==> config.mk <==
export PLATFORM = sky130hd
export DESIGN_NAME = uart_rx_8e1
export DESIGN_NICKNAME = d
export VERILOG_FILES = /design/src/rtl/uart_rx_8e1.sv
export SDC_FILE = /design/constraint.sdc
export NUM_CORES = 1
export LEC_CHECK = 0
export BUFFER_PORTS_ARGS = -buffer_cell sky130_fd_sc_hd__buf_2
export CAP_MARGIN = 20
export CORE_MARGIN = 3
export CORE_UTILIZATION = 50
export DETAILED_ROUTE_END_ITERATION = 10
export GPL_ROUTABILITY_DRIVEN = 1
export PLACE_DENSITY = 0.77
export SETUP_SLACK_MARGIN = 0.1
export SLEW_MARGIN = 10
export SYNTH_ARGS = -nofsm -noshare
export SYNTH_HDL_FRONTEND = slang
export SYNTH_SLANG_ARGS = --single-unit
==> constraint.sdc <==
create_clock -name clk -period 1.7 [get_ports clk]
set_input_delay 0.085 -clock clk [delete_from_list [all_inputs] [get_ports clk]]
set_output_delay 0.085 -clock clk [all_outputs]
set_load 0.01 [all_outputs]
==> src/rtl/uart_rx_8e1.sv <==
// uart_rx_8e1 -- 8 data bits, even parity, 1 stop bit UART receiver.
//
// Frame on the wire (LSB first, idle high):
//   start(0), d0..d7, parity (= ^d7..d0), stop(1)
//
// The line is oversampled by the system clock (OVERSAMPLE clk per bit).
// Each bit is sampled at its middle, which is found by timing half a bit
// from the start-bit edge. Bytes with parity or framing errors are still
// delivered, with the error flags set.
//
// Ports:
//   clk         system clock, OVERSAMPLE x baud rate
//   rst_n       asynchronous active-low reset
//   line        asynchronous serial input, idle high
//   data        received byte, held until the next frame completes
//   valid       one-cycle pulse when data/parity_err/frame_err update
//   parity_err  received parity bit differs from ^data (held like data)
//   frame_err   stop bit sampled low (held like data)
//   busy        high whenever the receiver is not idle
`timescale 1ns/1ps

module uart_rx_8e1 #(
  parameter int OVERSAMPLE = 16,
  parameter int CNT_W      = $clog2(OVERSAMPLE)
) (
  input  logic       clk,
  input  logic       rst_n,
  input  logic       line,
  output logic [7:0] data,
  output logic       valid,
  output logic       parity_err,
  output logic       frame_err,
  output logic       busy
);

  localparam logic [2:0] S_IDLE   = 3'd0;
  localparam logic [2:0] S_START  = 3'd1;
  localparam logic [2:0] S_DATA   = 3'd2;
  localparam logic [2:0] S_PARITY = 3'd3;
  localparam logic [2:0] S_STOP   = 3'd4;
  localparam logic [2:0] S_BREAK  = 3'd5;

  // Mid start bit is reached half a bit after the first low sample; every
  // later sample is a full bit period after the previous one.
  localparam logic [CNT_W-1:0] TICK_HALF = CNT_W'(OVERSAMPLE / 2 - 1);
  localparam logic [CNT_W-1:0] TICK_FULL = CNT_W'(OVERSAMPLE - 1);

  logic             sync1_q;
  logic             rx_s_q;
  logic [2:0]       state_q,  state_d;
  logic [CNT_W-1:0] tick_q,   tick_d;
  logic [2:0]       bit_q,    bit_d;
  logic [7:0]       shift_q,  shift_d;
  logic             par_q,    par_d;
  logic [7:0]       data_q,   data_d;
  logic             valid_q,  valid_d;
  logic             perr_q,   perr_d;
  logic             ferr_q,   ferr_d;

  // Two-flop synchronizer; nothing downstream looks at the raw line.
  always_ff @(posedge clk or negedge rst_n) begin
    if (!rst_n) begin
      sync1_q <= 1'b1;
      rx_s_q  <= 1'b1;
    end else begin
      sync1_q <= line;
      rx_s_q  <= sync1_q;
    end
  end

  always_comb begin
    state_d = state_q;
    tick_d  = tick_q;
    bit_d   = bit_q;
    shift_d = shift_q;
    par_d   = par_q;
    data_d  = data_q;
    valid_d = 1'b0;
    perr_d  = perr_q;
    ferr_d  = ferr_q;

    case (state_q)
      S_IDLE: begin
        tick_d = '0;
        bit_d  = '0;
        // Level detect: a start bit straight after a stop bit is accepted.
        if (!rx_s_q) state_d = S_START;
      end

      S_START: begin
        if (tick_q == TICK_HALF) begin
          tick_d = '0;
          bit_d  = '0;
          // High at mid start bit means the low level was only a glitch.
          state_d = rx_s_q ? S_IDLE : S_DATA;
        end else begin
          tick_d = tick_q + CNT_W'(1);
        end
      end

      S_DATA: begin
        if (tick_q == TICK_FULL) begin
          tick_d  = '0;
          shift_d = {rx_s_q, shift_q[7:1]};
          bit_d   = bit_q + 3'd1;
          if (bit_q == 3'd7) state_d = S_PARITY;
        end else begin
          tick_d = tick_q + CNT_W'(1);
        end
      end

      S_PARITY: begin
        if (tick_q == TICK_FULL) begin
          tick_d  = '0;
          par_d   = rx_s_q;
          state_d = S_STOP;
        end else begin
          tick_d = tick_q + CNT_W'(1);
        end
      end

      S_STOP: begin
        if (tick_q == TICK_FULL) begin
          tick_d  = '0;
          valid_d = 1'b1;
          data_d  = shift_q;
          perr_d  = (^shift_q) ^ par_q;
          ferr_d  = ~rx_s_q;
          // A low stop bit may be a break; wait for the line to recover
          // before looking for another start bit.
          state_d = rx_s_q ? S_IDLE : S_BREAK;
        end else begin
          tick_d = tick_q + CNT_W'(1);
        end
      end

      S_BREAK: begin
        tick_d = '0;
        if (rx_s_q) state_d = S_IDLE;
      end

      default: begin
        state_d = S_IDLE;
        tick_d  = '0;
        bit_d   = '0;
      end
    endcase
  end

  always_ff @(posedge clk or negedge rst_n) begin
    if (!rst_n) begin
      state_q <= S_IDLE;
      tick_q  <= '0;
      bit_q   <= '0;
      shift_q <= '0;
      par_q   <= 1'b0;
      data_q  <= 8'h00;
      valid_q <= 1'b0;
      perr_q  <= 1'b0;
      ferr_q  <= 1'b0;
    end else begin
      state_q <= state_d;
      tick_q  <= tick_d;
      bit_q   <= bit_d;
      shift_q <= shift_d;
      par_q   <= par_d;
      data_q  <= data_d;
      valid_q <= valid_d;
      perr_q  <= perr_d;
      ferr_q  <= ferr_d;
    end
  end

  assign data       = data_q;
  assign valid      = valid_q;
  assign parity_err = perr_q;
  assign frame_err  = ferr_q;
  assign busy       = (state_q != S_IDLE);

endmodule

## Word-level counts from Yosys, hierarchy flattened

Index checks and enable logic that the tools add are counted.

- Flip-flop bits (word level): 32
- Word-level logic and storage cells: 59
- Output and inout port bits: 12

- Add/subtract/negate cells: 2
- Multiplexer cells: 18
- Reductions and logical operators: 10
- Eq/ne operators: 15
- Bitwise operators: 3

Operators with widths:

| kind | number |
|---|---|
| $mux 3 | 10 |
| $pmux 3 s6 | 1 |
| $ne 2x2->1 const B | 7 |
| $eq 3x3->1 const B | 3 |
| $pmux 3 s3 | 1 |
| $mux 4 | 2 |
| $pmux 4 s2 | 1 |
| $reduce_xor 8->1 | 1 |
| $reduce_and 7->1 | 1 |
| $eq 3x2->1 const B | 2 |
| $reduce_and 2->1 | 3 |
| $reduce_or 3->1 | 2 |
| $add 4x1->4 const B | 1 |
| $eq 4x3->1 const B | 1 |
| $eq 4x4->1 const B | 1 |
| $add 3x1->3 const B | 1 |
| $eq 3x1->1 const B | 1 |
| $logic_not 3->1 | 1 |
| $reduce_and 3->1 | 1 |
| $reduce_bool 3->1 | 1 |
| $mux 1 | 2 |
| $mux 2 | 1 |
| $not 1->1 | 2 |
| $xor 1x1->1 | 1 |

## Logic depth before layout (Yosys ltp)

Gate-level depths: netlist of run 1.

- Word-level depth: 4
- Gate-level depth with buffers: 5
- Depth with buffers taken out: 5

## Worst setup path before layout of run 1

Ideal clock, no wire load.

- Path kind: register -> register
- Start point: reg tick_q[0]
- End point: reg data_q[1], in the netlist data[1]
- Path slack: 31 ps
- Library setup time: 125 ps
- Cell stages (with the launch flop): 6
- Period minus slack after synthesis: 1669 ps
- Arrival: 1544 ps
- Required time: 1575 ps
- Cell sequence: dfrtp_1 -> ha_1 -> nand2_1 -> nor4_1 -> buf_4 -> mux2_2

- Cells in the longest elaborated chain, start to end: 2

Ends and longest elaborated chain:

| what | RTL line | text |
|---|---|---|
| start: declaration | 51 | `logic [CNT_W-1:0] tick_q, tick_d;` |
| start signal: assignment | 163 | `tick_q <= tick_d;` |
| $eq 4x4->1 | 123 | `if (tick_q == TICK_FULL) begin` |
| $reduce_and 2->1 (no line) | -- |  |
| end signal: assignment | 167 | `data_q <= data_d;` |
| end: declaration | 55 | `logic [7:0] data_q, data_d;` |

No other way between the ends.
A chain may end at the register's enable or synchronous reset.

## Worst setup path in the final report of run 1

- Start point: reg state_q[2]
- End point: reg bit_q[2]

- Cells in the longest elaborated chain, start to end: 4
- Elaborated cells on any way between the ends: 11

Ends and longest elaborated chain:

| what | RTL line | text |
|---|---|---|
| start: declaration | 50 | `logic [2:0] state_q, state_d;` |
| start signal: assignment | 162 | `state_q <= state_d;` |
| $eq 3x3->1 / $eq 3x2->1 (equally long branches) | 82 | `case (state_q)` |
| $reduce_or 3->1 (no line) | -- |  |
| $not 1->1 (no line) | -- |  |
| $reduce_and 3->1 (no line) | -- |  |
| end signal: assignment | 164 | `bit_q <= bit_d;` |
| end: declaration | 52 | `logic [2:0] bit_q, bit_d;` |

Parallel ways exist; a longest one is shown, timed or not.

==> results of run 1 <==
area by class of cell:
cell class	count	area [µm²]
sequential	32	806
fill	161	734
multi-input combinational	70	683
timing repair buffer	33	260
clock buffer	6	41.3
tap	30	37.5
clock inverter	2	35.0
inverter	4	15.0
routing by layer:
layer	GRT usage	up-vias
met5	0	-
met4	0.0570	0
met3	0.0454	6
met2	0.282	24
met1	0.228	483
li1	-	454
worst max-delay path, cell delays in order, from the launching register on:
cell	delay, ps
dfrtp_1	450
or3_4	410
a21o_2	230
nand3_4	90
mux2_2	330
layout by cell type, fill, tap and decap left out, types with 4 or more instances in the layout:
master	n
buf_2	15
buf_4	11
clkbuf_4	5
dfrtp_1	28
inv_1	4
mux2_2	12
mux2_4	7
nand2_1	4
nor2_1	5
xnor2_1	6
through the flow:
step           setup TNS (ps)  hold WS [ps]   util  setup slack (ps)
3_3_place_gp                0           168  0.611              74.6
6_report                    0           335  0.719              93.8
4_1_cts                     0           361  0.684              91.2
3_5_place_dp            -9.12           173  0.611             -7.59
5_1_grt                     0           370  0.719              52.5
2_1_floorplan               0          -211      -               168
power by group through the flow:
stage	logic, W	clock network [W]	registers, W
after global routing	0.000846	0.000602	0.00103
after global placement	0.000560	0	0.00101
after CTS	0.000699	0.000571	0.00101
final	0.000768	0.000561	0.00102
after floorplan	0.000458	0	0.000981
after detailed placement	0.000584	0	0.00101
timing repair:
item | in CTS | in global routing
hold buffers | 2 | 0
endpoints found under the setup margin | 12 | 24
buffers inserted | 5 | 3
resized for setup | 12 | 14
hold endpoints to repair | 31 | 0
cloned | 1 | 1
pin swaps | 3 | 3
cell families after synthesis:
group	count (synthesis)
xor+xnor	9
buf+inv	8
mux	20
compound gates	13
fa+ha+maj	3
simple gates	25
flops	32
flip-flops by register name, summed over array words and instances (netlist names):
signal and count:
data 8, shift_q 8, tick_q 4, bit_q 3, state_q 3, frame_err 1
par_q 1, parity_err 1, rx_s_q 1, sync1_q 1, valid 1
worst max path at each step:
stage | from | end | cells after the start
after CTS | state_q[2]$_DFFE_PN0P_ | busy | 3
after detailed placement | tick_q[0]$_DFF_PN0_ | data[2]$_DFFE_PN0P_ | 5
after floorplan | tick_q[0]$_DFF_PN0_ | data[1]$_DFFE_PN0P_ | 5
after global placement | tick_q[0]$_DFF_PN0_ | data[4]$_DFFE_PN0P_ | 5
final | state_q[2]$_DFFE_PN0P_ | bit_q[2]$_DFFE_PN0P_ | 4
after global routing | state_q[2]$_DFFE_PN0P_ | data[4]$_DFFE_PN0P_ | 5
==> flow_summary_export.csv, run 1 <==
group,metric,value,unit
logic_synthesis,yosys.area_share.xor_xnor,0.0638,
logic_synthesis,netlist.area_leader.share,0.518,
min_path,hp-class,"input port to async pin",
setup_path,path_max_fanout,4,
routing,wl_per_cell,16.7,µm
logic_synthesis,yosysSeqAreaShare,0.554,
routing,drt_iter0_markers,17,
power_and_ir_drop,p_switching,0.000720,W
clock_network,htree_num_levels,2,
global_route,antenna_found_initial,0,
setup_path,cp-start-kind,"register",
clock_network,cts_buffers,5,
clock_network,clk_pin_slew,110,ps
routing,first_pass_iters,5,
die,die_area,0.00358,mm²
timing,rsz0062_at_grt,"yes",
routing,wl,2.96,mm
logic_synthesis,syn-num-nets,116,
logic_synthesis,ys.flop_type,"dfrtp_1",
logic_synthesis,synth.mux.area_fraction,0.157,
setup_path,r2r-end,"bit_q[2]$_DFFE_PN0P_",
logic_synthesis,ys_async_sr_fraction,1.00,
global_route,grt_pass1_wl,4.55,mm
timing,setup_viol,0,
layout,insertedDiodeCount,0,
power_and_ir_drop,p_seq_frac,0.433,
setup_path,crit_arrival,1830,ps
timing,fmax,623,MHz
routing,dr_wl_met2,1.41,mm
timing,worst_pin_slew,690,ps
clock_network,cts_sinks,32,
power_and_ir_drop,power.density,1250,mW/mm²
clock_network,clock-root-buffer,"clkbuf_4",
die,core,0.00261,mm²
routing,ant_nets,0,
routing,highest_layer,"met4",
clock_network,cts.path.max_buffers,2,
clock_network,cts_tree,"yes",
logic_synthesis,synth_common_cells,"30 x dfrtp_1, 18 x mux2_2, 7 x nand2_1",
logic_synthesis,syn_area,0.00145,mm²
die,rows,18,
setup_path,r2r_slack,90,ps
timing,fin_skew,12.7,ps
logic_synthesis,avgSynthCellArea,13.2,µm²
setup_path,reg2reg_depth,4,
setup_path,worstPathRequired,1920,ps
die,io_pins,15,
logic_synthesis,yosysWarnings,0,
timing,fin_crit,1610,ps
logic_synthesis,synthSimpleGateAreaFrac,0.102,
layout,drive_gt1_frac,0.531,
logic_synthesis,synthCells,110,
setup_path,r2r-start,"state_q[2]$_DFFE_PN0P_",
logic_synthesis,ys_top_cells_by_area,"dfrtp_1 52%, mux2_2 14%, dfstp_2 3.6%, xnor2_1 3.6%, ha_1 2.6%",
placed_design,dp_hpwl,1.77,mm
layout,layout.nets,152,
routing,drc,0,
placed_design,dpl_cell_area,0.00160,mm²
global_route,grt_remaining_overflow,0,
logic_synthesis,synth-compound-area-share,0.0638,
logic_synthesis,synth_fa_ha_area_frac,0.0259,
timing,drv_slew,0,
layout,area_growth,29.5,%
global_route,grt_pass1_vias,964,
placed_design,port_buffers,14,
global_route,grt_usage,0.175,
placed_design,dp.cells,157,
power_and_ir_drop,clockPowerShare,0.239,
power_and_ir_drop,p_comb_frac,0.328,
setup_path,cp-end-kind,"register",
logic_synthesis,synth_cell_types,34,
logic_synthesis,synth_enable_flop_cells,0,
layout,stdcell_count,177,
setup_path,path_class,"register to register",
logic_synthesis,yosysMostFrequentCell,"dfrtp_1",
die,die_h,59.9,µm
timing,fin_crit_sh,0.945,
power_and_ir_drop,p_sw_frac,0.307,
power_and_ir_drop,total_power,0.00235,W
logic_synthesis,yosys_register_bits,32,
placed_design,gp_congestion,0.924,
logic_synthesis,synth_top_family_by_area,"multiplexers",
global_route,grt_start_max_net_pins,33,
routing,vias_per_cell,5.46,
routing,wl_met3,110,µm
power_and_ir_drop,power.internal,0.00163,W
power_and_ir_drop,leakagePower,0.945,nW
run_status,status,"finished clean",
timing,maxSlewHeadroom,0.540,
routing,vias,967,
clock_network,clkLatencyLatePin,320,ps
timing,timing_hold_violations_final,0,
routing,wl_met1,1.37,mm
die,initial_core_util,0.555,
flow_run,drv_cap,0,
power_and_ir_drop,ir_worst_vdd,1.08,mV
die,chipWidth,59.9,µm
layout,stdcell_area,0.00188,mm²
logic_synthesis,post-synth-top-area-cell,"dfrtp_1",
Note: power is estimated with default switching activity, not from simulation.
==> inputs of run 2 (changes only) <==
==> constraint.sdc (replaced) <==
create_clock -name clk -period 1.7 [get_ports clk]
set_input_delay 0.17 -clock clk [delete_from_list [all_inputs] [get_ports clk]]
set_output_delay 0.17 -clock clk [all_outputs]
set_load 0.01 [all_outputs]
==> run 2 against run 1 <==
Against the previous run: sequential cell count is the same; critical path depth shrank 1; setup slack lost 47 ps; cell area shrank 0.60%; sequential power is essentially flat; critical path type is now register to output port; routed wire length shrank 2.0%; worst hold slack gained 26 ps; sequential share of layout area grew 0.26 points.
==> flow_summary_export.csv, run 2 (same netlist as run 1, synthesis figures left out) <==
group,metric,value,unit
routing,vias_per_cell,5.42,
die,rows,18,
setup_path,cp-start-kind,"register",
placed_design,dp.cells,157,
die,initial_core_util,0.555,
power_and_ir_drop,power.density,1240,mW/mm²
layout,final_cell_mix,"28 x dfrtp_1, 14 x buf_4, 13 x mux2_2, 13 x buf_2",
layout,layout.nets,153,
layout,area_growth,28.7,%
power_and_ir_drop,leakagePower,0.940,nW
min_path,hp-class,"register to register",
timing,rsz0062_at_grt,"yes",
routing,wl,2.90,mm
clock_network,cts_buffers,5,
setup_path,worstPathRequired,1530,ps
layout,fill_cells,163,
global_route,grt_start_max_net_pins,33,
power_and_ir_drop,total_power,0.00232,W
global_route,grt_pass1_vias,974,
run_status,status,"finished clean",
setup_path,crit_chain,"buf_4, or3_4, buf_6",
timing,fin_crit_sh,0.972,
routing,drc,0,
flow_run,drv_cap,0,
placed_design,gp_congestion,0.924,
clock_network,cts_sinks,32,
die,die_h,59.9,µm
layout,stdcell_count,178,
timing,maxSlewHeadroom,0.541,
global_route,antenna_found_initial,0,
clock_network,htree_num_levels,2,
setup_path,max_stage_delay,470,ps
global_route,grt_pass1_wl,4.67,mm
timing,timing_hold_violations_final,0,
setup_path,reg2reg_depth,5,
die,die_area,0.00358,mm²
setup_path,critPathSlowestCell,"dfrtp_2",
clock_network,cts.path.max_buffers,2,
layout,insertedDiodeCount,0,
setup_path,cp-end-kind,"output port",
layout,drive_gt1_frac,0.527,
routing,vias,965,
setup_path,worst-path-stages,3,
timing,worst_pin_slew,688,ps
clock_network,cts_tree,"yes",
layout,final_common_cell,"dfrtp_1",
global_route,grt_remaining_overflow,0,
timing,drv_slew,0,
placed_design,dp_hpwl,1.77,mm
timing,setup_viol,0,
power_and_ir_drop,ir_worst_vdd,0.978,mV
placed_design,port_buffers,14,
clock_network,clkLatencyLatePin,330,ps
clock_network,clk_pin_slew,100,ps
die,io_pins,15,
setup_path,crit_arrival,1480,ps
routing,wl_per_cell,16.3,µm
die,core,0.00261,mm²
setup_path,path_class,"register to output port",
global_route,grt_usage,0.179,
min_path,min_delay_path_depth,0,
timing,fin_skew,13.8,ps
timing,fin_crit,1650,ps
routing,ant_nets,0,
clock_network,clock-root-buffer,"clkbuf_4",
setup_path,crit_family,"flip-flops",
die,chipWidth,59.9,µm
routing,first_pass_iters,4,
routing,drt_iter0_markers,19,
setup_path,path_max_fanout,6,
setup_path,cp.buffers_inverters,2,
timing,fmax,605,MHz
run 2: cell count changes in the layout (fill, tap and decap cells not counted):
cell / previous run / this run
nand2_1: 4 / 5
mux2_4: 7 / 6
buf_6: 2 / 4
buf_2: 15 / 13
mux2_2: 12 / 13
nand2_2: 2 / 1
buf_12: 3 / 1
buf_4: 11 / 14
run 2: metal layers:
metal | vias up | GRT usage | wire (µm)
met1 | 483 | 0.240 | 1380
met2 | 21 | 0.285 | 1380
li1 | 456 | - | -
met4 | 0 | 0.0570 | 35
met3 | 5 | 0.0454 | 104
met5 | - | 0 | 0
run 2: final timing paths:
kind / from / endpoint / slack (ps)
worst max-delay path: state_q[1]$_DFFE_PN0P_ / busy / 50
worst min-delay path: sync1_q$_DFF_PN1_ / rx_s_q$_DFF_PN1_ / 360
worst max register to register: tick_q[0]$_DFF_PN0_ / data[4]$_DFFE_PN0P_ / 90
worst min register to register: sync1_q$_DFF_PN1_ / rx_s_q$_DFF_PN1_ / 360
max in group asynchronous: rst_n / state_q[1]$_DFFE_PN0P_ / 810
min in group asynchronous: rst_n / state_q[0]$_DFFE_PN0P_ / 420
run 2: power by group:
group          internal [W]  leakage (nW)  total, W  switching [W]
Combinational      0.000416         0.477  0.000745       0.000330
Sequential         0.000889         0.420   0.00101       0.000125
Clock              0.000308        0.0422  0.000560       0.000252
run 2: worst reg2reg max path: cells and delay by family (launching register included):
kind,cells,cell delay [ps]
and+or+nand+nor,2,390
DFF,1,360
muxes,1,300
buffers and inverters,1,230
adders and majority gates,1,220
run 2: timing repair:
| item | 4_1_cts | 5_1_grt |
|---|---|---|
| setup endpoints to repair | 13 | 18 |
| hold buffers | 2 | 0 |
| hold endpoints to repair | 31 | 0 |
| setup buffers | 7 | 3 |
| gates cloned | 1 | 0 |
| resized for setup | 12 | 14 |
| pin swaps | 3 | 3 |
run 2: per-stage QoR:
step                TNS (ps)  cell area (µm²)  hold WS (ps)  utilization  worst slack (ps)
finish                     0             1870           361        0.715              47.0
global route               0             1870           370        0.715              6.57
CTS                        0             1790           361        0.686              99.6
global placement           0             1600           253        0.611              74.6
floorplan                  0             1460          -126            -               168
detailed placement     -9.12             1600           258        0.611             -7.59
run 2: area by class of cell:
| type | count | area [µm²] | area share |
|---|---|---|---|
| multi-input cells | 70 | 677 | 0.363 |
| clock inverters | 2 | 35.0 | 0.0188 |
| inverters | 4 | 15.0 | 0.00804 |
| clock buffers | 6 | 41.3 | 0.0221 |
| flip-flops and latches | 32 | 806 | 0.432 |
| well taps | 30 | 37.5 | 0.0201 |
| repair buffers | 34 | 255 | 0.137 |
==> inputs of run 3 (changes only) <==
--- a/config.mk
+++ b/config.mk
@@ -8,10 +8,10 @@
 export BUFFER_PORTS_ARGS = -buffer_cell sky130_fd_sc_hd__buf_2
 export CAP_MARGIN = 20
 export CORE_MARGIN = 3
-export CORE_UTILIZATION = 50
+export CORE_UTILIZATION = 51
 export DETAILED_ROUTE_END_ITERATION = 10
 export GPL_ROUTABILITY_DRIVEN = 1
-export PLACE_DENSITY = 0.77
+export PLACE_DENSITY = 0.78
 export SETUP_SLACK_MARGIN = 0.1
 export SLEW_MARGIN = 10
 export SYNTH_ARGS = -nofsm -noshare
==> run 3 against run 2 <==
Against the previous run: non-clock buffer count decreased by 3; via count decreased by 2.2%; critical endpoint is now par_q$_DFFE_PN0P_; combinational power decreased by 0.8%; worst hold slack improved by 3.6 ps.
==> flow_summary_export.csv, run 3 (same netlist as run 1, synthesis figures left out) <==
group,metric,value,unit
routing,highest_layer,"met4",
timing,fmax,629,MHz
timing,setup_viol,0,
global_route,grt_usage,0.169,
global_route,grt_remaining_overflow,0,
global_route,grt_pass1_vias,926,
timing,worst_pin_slew,701,ps
routing,drt_iter0_markers,29,
global_route,grt_start_max_net_pins,33,
setup_path,path_max_fanout,5,
global_route,antenna_found_initial,0,
routing,ant_nets,0,
routing,wl_met1,1.26,mm
flow_run,drv_cap,0,
timing,hold-worst-slack,364,ps
clock_network,cts_sinks,32,
min_path,hp-class,"register to register",
layout,final_common_cell,"dfrtp_1",
die,chipWidth,59.3,µm
timing,maxSlewHeadroom,0.533,
routing,vias_per_cell,5.39,
die,die_h,59.3,µm
timing,timing_hold_violations_final,0,
routing,wl,2.77,mm
setup_path,path_class,"register to register",
layout,final_cell_mix,"28 x dfrtp_1, 15 x buf_2, 10 x mux2_4, 10 x buf_4, 9 x mux2_2",
layout,fill_cells,174,
power_and_ir_drop,power.density,1200,mW/mm²
routing,first_pass_iters,4,
die,rows,18,
clock_network,htree_num_levels,2,
routing,vias,944,
clock_network,cts_buffers,5,
routing,wl_met3,107,µm
routing,drc,0,
setup_path,cp-start-kind,"register",
clock_network,clk_pin_slew,100,ps
placed_design,port_buffers,14,
timing,rsz0062_at_grt,"yes",
layout,insertedDiodeCount,0,
setup_path,crit_arrival,1810,ps
die,core,0.00259,mm²
layout,drive_gt1_frac,0.517,
placed_design,dp_hpwl,1.75,mm
routing,wl_per_cell,15.8,µm
die,initial_core_util,0.560,
timing,fin_skew,5.67,ps
layout,area_growth,27.3,%
timing,tns,0,ps
timing,fin_crit_sh,0.935,
clock_network,clkLatencyLatePin,330,ps
timing,fin_crit,1590,ps
timing,drv_slew,0,
routing,dr_wl_met2,1.37,mm
die,io_pins,15,
placed_design,gp_congestion,0.804,
die,die_area,0.00352,mm²
layout,layout.nets,150,
global_route,grt_pass1_wl,4.27,mm
setup_path,cp-end-kind,"register",
setup_path,worstPathRequired,1920,ps
power_and_ir_drop,ir_worst_vdd,1.06,mV
power_and_ir_drop,leakagePower,0.929,nW
clock_network,cts.path.max_buffers,2,
clock_network,cts_tree,"yes",
clock_network,clock-root-buffer,"clkbuf_4",
run_status,status,"finished clean",
[run 3: cell count changes in the layout (fill, tap and decap cells not counted), moves of 2 or more]
cell | previous run | this run
buf_2 | 13 | 15
buf_4 | 14 | 10
mux2_2 | 13 | 9
mux2_4 | 6 | 10
[run 3: timing repair]
item,4_1_cts,5_1_grt
setup endpoints to repair,13,21
resized for setup,6,22
buffers inserted,3,6
hold buffers,2,0
endpoints found under the hold margin,31,0
pin swaps,0,6
[run 3: path summary, 6_finish.rpt]
check	startpoint	to	slack [ps]	cells past startpoint
setup / recovery	state_q[2]$_DFFE_PN0P_	par_q$_DFFE_PN0P_	110	4
hold / removal	sync1_q$_DFF_PN1_	rx_s_q$_DFF_PN1_	360	0
setup reg to reg	state_q[2]$_DFFE_PN0P_	par_q$_DFFE_PN0P_	110	4
hold reg to reg	sync1_q$_DFF_PN1_	rx_s_q$_DFF_PN1_	360	0
max in group asynchronous	rst_n	state_q[0]$_DFFE_PN0P_	790	2
min in group asynchronous	rst_n	valid$_DFF_PN0_	420	2
[run 3: power breakdown]
group | leakage (nW) | switching, W | total [W] | internal (W)
clock network | 0.0315 | 0.000254 | 0.000457 | 0.000202
logic | 0.477 | 0.000333 | 0.000739 | 0.000406
registers | 0.420 | 0.000127 | 0.00102 | 0.000889
total | 0.929 | 0.000714 | 0.00221 | 0.00150
[run 3: cell type report]
cell class	instances	area [µm²]	area share
clock buffer	7	55.1	0.0298
clock inverter	1	7.51	0.00407
inverter	4	15.0	0.00814
multi-input combinational	70	701	0.380
sequential	32	806	0.437
tap	30	37.5	0.0203
timing repair buffer	31	224	0.121
[run 3: per-stage QoR]
stage | instance area (µm²) | cells | worst slack, ps | total power, W | util
after floorplan | 1460 | 110 | 168 | 0.00144 | -
after global placement | 1590 | 156 | 72.1 | 0.00156 | 0.613
after detailed placement | 1590 | 156 | 42.9 | 0.00160 | 0.613
after CTS | 1710 | 169 | 100 | 0.00209 | 0.662
after global routing | 1850 | 175 | 60.5 | 0.00235 | 0.713
final | 1850 | 175 | 110 | 0.00221 | 0.713
[run 3: worst max-delay path: stages (launching register included)]
cell      delay (ps)
dfrtp_1          440
or3_4            410
a21oi_4          190
o211ai_2         140
mux2_4           310
[run 3: per-layer routing]
layer  vias up  track usage
met5         -            0
met4         0       0.0939
met3         4       0.0501
met2        21        0.257
met1       465        0.215
li1        454            -
